--- src/rtl/vmul_issue_seq.sv ---
// Issue/collect stage in front of the fixed-latency vector multiplier: credit-gated request
// accept, tag pipe aligned to mul_out, FWFT result FIFO, last-tag drain. Optional perf counters: VMUL_ISSUE_PERF_EN.
module vmul_issue_seq #(
  parameter int MUL_LAT   = 3,
  parameter int RES_DEPTH = 4
) (
  input  logic        clk,
  input  logic        rst,
  input  logic        req_valid,
  output logic        req_ready,
  input  logic [31:0] req_a,
  input  logic [31:0] req_b,
  input  logic [1:0]  req_opcode,
  input  logic [1:0]  req_precision,
  input  logic        req_last,
  output logic [31:0] mul_a,
  output logic [31:0] mul_b,
  output logic [1:0]  mul_opcode,
  output logic [1:0]  mul_precision,
  input  logic [31:0] mul_out,
  output logic        res_valid,
  input  logic        res_ready,
  output logic [31:0] res_data,
  output logic        res_last,
  output logic        res_err,
  output logic        busy,
`ifdef VMUL_ISSUE_PERF_EN
  output logic [31:0] perf_issued,
  output logic [31:0] perf_stall,
`endif
  output logic        done
);
  localparam int AW = $clog2(RES_DEPTH);
  localparam int CW = AW + 1;

  typedef enum logic [1:0] {IDLE, BUSY, DRAIN} state_e;
  typedef struct packed { logic vld; logic last; logic err; } tag_t;
  typedef struct packed { logic [31:0] data; logic last; logic err; } res_t;

  state_e              state_q;
  tag_t [MUL_LAT:0]    tag_pipe_q;
  res_t                mem_q [RES_DEPTH];
  res_t                head;
  logic [CW-1:0]       wptr_q, rptr_q, inflight_q, fifo_cnt, credits;
  logic                accept, pop, fifo_wr, done_q;

  // Credits come only from registered counts, so a same-cycle pop frees nothing until next cycle.
  assign fifo_cnt  = wptr_q - rptr_q;
  assign credits   = CW'(RES_DEPTH) - fifo_cnt - inflight_q;
  assign req_ready = (state_q != DRAIN) && (credits != '0);
  assign accept    = req_valid && req_ready;
  assign res_valid = (fifo_cnt != '0);
  assign pop       = res_valid && res_ready;
  assign fifo_wr   = tag_pipe_q[MUL_LAT].vld;
  assign head      = mem_q[rptr_q[AW-1:0]];
  assign res_data  = res_valid ? head.data : '0;
  assign res_last  = res_valid && head.last;
  assign res_err   = res_valid && head.err;
  assign busy      = (state_q != IDLE);
  assign done      = done_q;

  // Tail stage lines up with mul_out one edge after the multiplier's MUL_LAT edges.
  always_ff @(posedge clk or negedge rst) begin
    if (!rst) begin
      tag_pipe_q    <= '0;
      inflight_q    <= '0;
      wptr_q        <= '0;
      rptr_q        <= '0;
      mul_a         <= '0;
      mul_b         <= '0;
      mul_opcode    <= '0;
      mul_precision <= '0;
    end else begin
      tag_pipe_q[0] <= accept ? '{vld: 1'b1, last: req_last, err: (req_precision == 2'b11)} : '0;
      for (int i = 1; i <= MUL_LAT; i++) tag_pipe_q[i] <= tag_pipe_q[i-1];
      inflight_q <= inflight_q + CW'(accept) - CW'(fifo_wr);
      if (fifo_wr) wptr_q <= wptr_q + 1'b1;
      if (pop)     rptr_q <= rptr_q + 1'b1;
      if (accept) begin
        mul_a         <= req_a;
        mul_b         <= req_b;
        mul_opcode    <= req_opcode;
        mul_precision <= (req_precision == 2'b11) ? 2'b10 : req_precision;
      end
    end
  end

  always_ff @(posedge clk) begin
    if (fifo_wr)
      mem_q[wptr_q[AW-1:0]] <= '{data: tag_pipe_q[MUL_LAT].err ? 32'h0 : mul_out,
                                 last: tag_pipe_q[MUL_LAT].last,
                                 err:  tag_pipe_q[MUL_LAT].err};
  end

  always_ff @(posedge clk or negedge rst) begin
    if (!rst) begin
      state_q <= IDLE;
      done_q  <= 1'b0;
    end else begin
      done_q <= 1'b0;
      case (state_q)
        IDLE:  if (accept) state_q <= req_last ? DRAIN : BUSY;
        BUSY:  if (accept && req_last) state_q <= DRAIN;
               else if (!accept && inflight_q == '0 && fifo_cnt == '0) state_q <= IDLE;
        DRAIN: if (pop && head.last) begin
                 state_q <= IDLE;
                 done_q  <= 1'b1;
               end
        default: state_q <= IDLE;
      endcase
    end
  end

`ifdef VMUL_ISSUE_PERF_EN
  logic [31:0] perf_issued_q, perf_stall_q;
  always_ff @(posedge clk or negedge rst) begin
    if (!rst) begin
      perf_issued_q <= '0;
      perf_stall_q  <= '0;
    end else begin
      if (accept && !(&perf_issued_q)) perf_issued_q <= perf_issued_q + 1'b1;
      if (req_valid && !req_ready && !(&perf_stall_q)) perf_stall_q <= perf_stall_q + 1'b1;
    end
  end
  assign perf_issued = perf_issued_q;
  assign perf_stall  = perf_stall_q;
`endif
endmodule

--- config.mk ---
export PLATFORM = sky130hd
export DESIGN_NAME = vmul_issue_seq
export DESIGN_NICKNAME = d
export VERILOG_FILES = /design/src/rtl/vmul_issue_seq.sv
export SDC_FILE = /design/constraint.sdc
export NUM_CORES = 1
export LEC_CHECK = 0
export CAP_MARGIN = 20
export CORE_ASPECT_RATIO = 1.4
export CORE_MARGIN = 3
export CORE_UTILIZATION = 50
export CTS_CLUSTER_SIZE = 16
export DETAILED_ROUTE_END_ITERATION = 10
export PLACE_DENSITY = 0.89
export SKIP_CTS_REPAIR_TIMING = 1
export SYNTH_ARGS = -nofsm -noshare
export SYNTH_HDL_FRONTEND = slang
export SYNTH_SLANG_ARGS = --single-unit
--- constraint.sdc ---
create_clock -name clk -period 4.67 [get_ports clk]
set_input_delay 0.934 -clock clk [delete_from_list [all_inputs] [get_ports clk]]
set_output_delay 0.934 -clock clk [all_outputs]
set_load 0.01 [all_outputs]
# Word level (Yosys, flattened, before mapping)
# Memories as Yosys holds them, arrays and structs flattened.
# Cells that the tools add are included.
dict set report word_totals {
  ff_bits 92
  in_bits 105
  mem_count 1
  elab_cells 67
  ram_bits 136
  out_inout_bits 106
}
# memory depth width read_ports rd_ports_with_merged_regs wr line
set mem_list {}
lappend mem_list {mem_q 4 34 1 0 1 42} ;# res_t mem_q [RES_DEPTH];
dict set report op_classes {
  muxes 14
  reduce_logical 17
  n_eq_ne 7
  add_sub_neg 7
}
# operator n
set ops {}
lappend ops {{32-bit 2-to-1 mux} 2}
lappend ops {{2-bit 2-to-1 mux} 6}
lappend ops {{1-bit logical AND} 9}
lappend ops {{3-bit by 1-bit adder with 3-bit output, second input constant} 2}
lappend ops {{3-bit logical NOT} 2}
lappend ops {{2-bit inequality test, second input constant} 3}
lappend ops {{2-bit case mux with 3 select lines} 1}
lappend ops {{3-bit nonzero test} 2}
lappend ops {{3-bit subtractor} 2}
lappend ops {{2-bit == test, second input constant} 2}
lappend ops {{1-bit 2-to-1 mux} 4}
lappend ops {{3-bit by 1-bit adder with 3-bit output} 1}
lappend ops {{3-bit 2-to-1 mux} 1}
lappend ops {{3-bit inequality test, second input constant} 1}
lappend ops {{3-bit AND reduction} 1}
lappend ops {{3-bit by 1-bit subtractor with 3-bit output} 1}
lappend ops {{3-bit subtractor, first input constant} 1}
lappend ops {{2-bit by 1-bit == test with 1-bit output, second input constant} 1}
lappend ops {{2-bit logical NOT} 1}
lappend ops {{2-bit nonzero test} 1}
lappend ops {{1-bit logical NOT} 1}

# Depth between registers and ports, before layout
dict set report depth {
  depth_word 12
  depth_mapped 19
}

# Least setup slack after synthesis
# Ideal clock, no wire load.
dict set report synth_timing {
  kind {register to register}
  startpoint {reg rptr_q[1]}
  endpoint {reg inflight_q[2]}
  setup_time_ns 0.123
  t_arrival_ns 4.112
  stages_incl_launch_ff 20
  setup_slack_ns 0.436
  path_cell_list {dfrtp_1 > clkbuf_1 > clkbuf_1 > inv_1 > fa_1 > ha_1 > inv_1 > ha_1 > xnor3_1 > xor2_1 > a21oi_4 > buf_8 > inv_1 > ha_1 > inv_1 > ha_1 > inv_1 > fa_1 > xnor2_1 > xnor2_1}
}
dict set report synth_between {
  elab_chain_cells 8
}
# item line
set synth_rtl {}
lappend synth_rtl {{from (decl)} 44} ;# logic [CW-1:0] wptr_q, rptr_q, inflight_q, fifo_cnt, credits;
lappend synth_rtl {{from (signal assigned)} 78} ;# if (pop) rptr_q <= rptr_q + 1'b1;
lappend synth_rtl {{3-bit subtractor} 48} ;# assign fifo_cnt = wptr_q - rptr_q;
lappend synth_rtl {{3-bit subtractor (2 in a row)} 49} ;# assign credits = CW'(RES_DEPTH) - fifo_cnt - inflight_q;
lappend synth_rtl {{3-bit nonzero test} 50} ;# assign req_ready = (state_q != DRAIN) && (credits != '0);
lappend synth_rtl {{1-bit logical AND} 50}
lappend synth_rtl {{1-bit logical AND} 51} ;# assign accept = req_valid && req_ready;
lappend synth_rtl {{net accept} 45} ;# logic accept, pop, fifo_wr, done_q;
lappend synth_rtl {{3-bit by 1-bit adder with 3-bit output} 76} ;# inflight_q <= inflight_q + CW'(accept) - CW'(fifo_wr);
lappend synth_rtl {{3-bit by 1-bit subtractor with 3-bit output} 76}
lappend synth_rtl {{to (signal assigned)} 76}
lappend synth_rtl {{to (decl)} 44}
# The timed path passes the listed nets, and every way through them passes these cells.
# A chain may end at the register's enable or synchronous reset.

# Worst setup path after layout
dict set report layout_timing {
  startpoint {reg wptr_q[0]}
  endpoint {out res_data[26]}
}
dict set report layout_between {
  elab_chain_cells 3
}
# item line
set layout_rtl {}
lappend layout_rtl {{from (decl)} 44}
lappend layout_rtl {{from (signal assigned)} 77} ;# if (fifo_wr) wptr_q <= wptr_q + 1'b1;
lappend layout_rtl {{3-bit subtractor} 48}
lappend layout_rtl {{3-bit nonzero test} 52} ;# assign res_valid = (fifo_cnt != '0);
lappend layout_rtl {{32-bit 2-to-1 mux} 56} ;# assign res_data = res_valid ? head.data : '0;
lappend layout_rtl {{to (decl)} 23} ;# output logic [31:0] res_data,
# No other way between the ends.

==> metrics <==
switching part of the total=a little under a third; Pins Over Slew Limit=0; largest cells by area after synthesis=edfxtp_1 (45%), dfrtp_1 (26%), mux4_2 (8.5%), mux2_2 (8.0%), and2_1 (2.6%); type of the most critical hold path=in -> async; commonest cells in the netlist=edfxtp_1 (136), dfrtp_1 (92), mux2_2 (64); core box area=17500 um2; CTS root buffer=clkbuf_16; ys async rst share=between 40% and 50%; startpoint types=flip-flop; CP required=between 3 and 4 ns; Seq/Total Area, Yosys=between 70% and 80%; min cycle time layout=4.54 ns; Synth Flop Type=edfxtp_1; total CTS buffers=22; antenna fix cells=0; critical path data arrival time=between 3 and 4 ns; initial antenna violation count=0; status=finished, final reports clean; Leak Pwr=4.46 nW; wire per inst=around 20 um; DP HPWL=about 12000 um; clock latency on the worst-skew pair=0.49 ns; GPL Wtd Cong=just over 0.7; Setup Viol. Count Final=0; Initial Utilization=between 50 and 60%; vias=4930; Clock Sinks=between 200 and 250; synthesized area per cell=roughly 19 um2; Initial DRC Count=between 300 and 400; Setup crit end kind=output port; Die Wd=between 100 and 150 um; Max Root-Sink Buffers=3; Flop pwr share=34.3%; Final Hold Violating Endpoints=0; synthesized cell area=roughly 9000 um2; number of global-route vias before repair=between 5000 and 6000; Setup CP Type=reg -> out; row cnt=57; Ports=between 200 and 250; cell-internal power=~6.4 mW; Area Overhead vs Synth=33.4%; pwr/cell area=782 nW/um2; Non-Filler Cell Area, Final=~12000 um2; number of flops mapped to enable cells by yosys=~140; Post-DP Area=roughly 11000 um2; post-synth top area share=45.4%; Psw=2.97 mW; Net Count, Synth=596; vias per cell=about 5.2; Synth warnings=0; DRT Pass-1 Iters=4; worst r2r path cells=18; fraction of layout cells with a size suffix above 1=approximately a fifth; Remaining DRCs=0; Total GRT Usage=a little under a fifth; pin count of the biggest net entering global routing=between 90 and 100; first-pass GRT wire length=between 20000 and 30000 um; unique cell type count in the Yosys netlist=30; Clock power frac=between 15 and 20%; Max Freq=0.220 GHz; FF-to-FF setup slack=0.99 ns; Comb pwr share=47.4%; grt ovf=0; DP Worst Slack=between 0.7 and 0.8 ns; Clock Skews=between 0.015 and 0.02 ns; VDD IR max=roughly 600 uV; Post-Route WL=between 15000 and 20000 um; Seq cells post-synth=228; Final ANT Viol Nets=0; IO Port Bufs=210; Layout Nets=813; H-tree depth=1; Mapped Cells=around 480; maxcap violations=0; period utilization=97.2%; setup ws final=about 0.13 ns; DIE AREA=19700 um2; CTS tree=yes; Yosys top cell by area=edfxtp_1; top-count cell post-synth=edfxtp_1; relative slew slack=approximately two fifths; Die Ht=about 160 um; Clock transition at path regs=roughly 0.060 ns; Critical Path Fanout Max=39; worst-margin pin slew=between 0.9 and 1 ns
-- routing by layer --
metal / track usage [%] / routed length [um] / vias up
met5: 0 / 0 / -
met4: 5.73 / 434 / 0
met3: 7.09 / 2040 / 27
met2: 31.7 / 9310 / 249
met1: 23.7 / 7140 / 2454
li1: - / - / 2200
-- final cells by class --
| class | instances | area (um2) |
|---|---|---|
| Clock buffer | 25 | 583 |
| Clock inverter | 14 | 119 |
| Fill cell | 1109 | 5480 |
| Inverter | 11 | 41.3 |
| Multi-Input combinational cell | 217 | 2410 |
| Sequential cell | 228 | 6390 |
| Tap cell | 236 | 295 |
| Timing Repair Buffer | 215 | 2160 |
-- sequential cells by signal, summed over array words and instances, names as in the netlist --
signal         flops
mul_precision      2
mul_b             32
rptr_q             3
mem_q            136
tag_pipe_q        11
inflight_q         3
mul_a             32
wptr_q             3
fifo_wr            1
state_q            2
mul_opcode         2
done               1
-- metrics by stage --
stage	TNS, ns	power (mW)	std cells	util (%)	hold slack (ns)
floorplan	0	5.90	478	-	0.331
global placement	0	7.51	906	64.4	0.331
detailed placement	0	7.71	906	64.4	0.335
CTS	0	9.47	945	68.5	0.353
global route	-0.0213	9.92	946	68.7	0.317
finish	0	9.39	946	68.7	0.313
-- path summary, 6_finish.rpt --
| check | start | to |
|---|---|---|
| setup / recovery | wptr_q[0]$_DFFE_PN0P_ | res_data[26] |
| hold / removal | rst | mul_b[29]$_DFFE_PN0P_ |
| setup reg to reg | wptr_q[0]$_DFFE_PN0P_ | inflight_q[2]$_DFF_PN0_ |
| hold reg to reg | tag_pipe_q[5]$_DFF_PN0_ | tag_pipe_q[8]$_DFF_PN0_ |
| max in group asynchronous | rst | mul_b[20]$_DFFE_PN0P_ |
| min in group clk | tag_pipe_q[5]$_DFF_PN0_ | tag_pipe_q[8]$_DFF_PN0_ |
-- power groups by stage --
stage	Clock (mW)	Combinational, mW	Sequential [mW]
after detailed placement	0	4.46	3.25
after floorplan	0	2.57	3.33
final	1.71	4.45	3.22
after global routing	1.83	4.80	3.29
after CTS	1.75	4.49	3.23
after global placement	0	4.31	3.20
-- cells by family (layout without fill, tap and decap cells) --
logic type	after synthesis	in the layout	synth area share, %
DFF	228	228	71.0
muxes	103	103	17.2
and+or+nand+nor	84	84	5.66
buffers and inverters	33	265	2.30
adders and majority gates	13	13	1.98
xor gates and xnor gates	9	9	1.18
AOI/OAI and AO/OA	8	8	0.737
-- placed cells by master (no fill, tap or decap), types with 2 or more instances in the layout --
cell / netlist / routed
a21oi_1: 2 / 2
and2_1: 38 / 34
and2_2: 0 / 4
buf_4: 0 / 5
bufinv_16: 0 / 2
clkbuf_1: 12 / 2
clkbuf_16: 0 / 23
clkdlybuf4s50_1: 0 / 209
clkinv_1: 0 / 4
clkinv_2: 0 / 6
dfrtp_1: 92 / 91
edfxtp_1: 136 / 136
fa_1: 2 / 2
ha_1: 11 / 11
inv_1: 11 / 11
mux2_1: 5 / 5
mux2_2: 64 / 64
mux4_2: 34 / 34
nand2_1: 3 / 3
nand3_1: 3 / 3
nor2_1: 3 / 3
nor2b_1: 33 / 33
xnor2_1: 4 / 4
xnor3_1: 2 / 2
xor2_1: 3 / 2
-- critical path: stages (launching register included) --
cell,delay [ns]
dfrtp_1,0.43
inv_1,0.13
ha_1,0.16
inv_1,0.05
fa_1,0.36
xnor3_1,0.43
or3b_2,0.76
and2_1,0.27
clkdlybuf4s50_1,0.51
(Power assumes the default switching activity.)
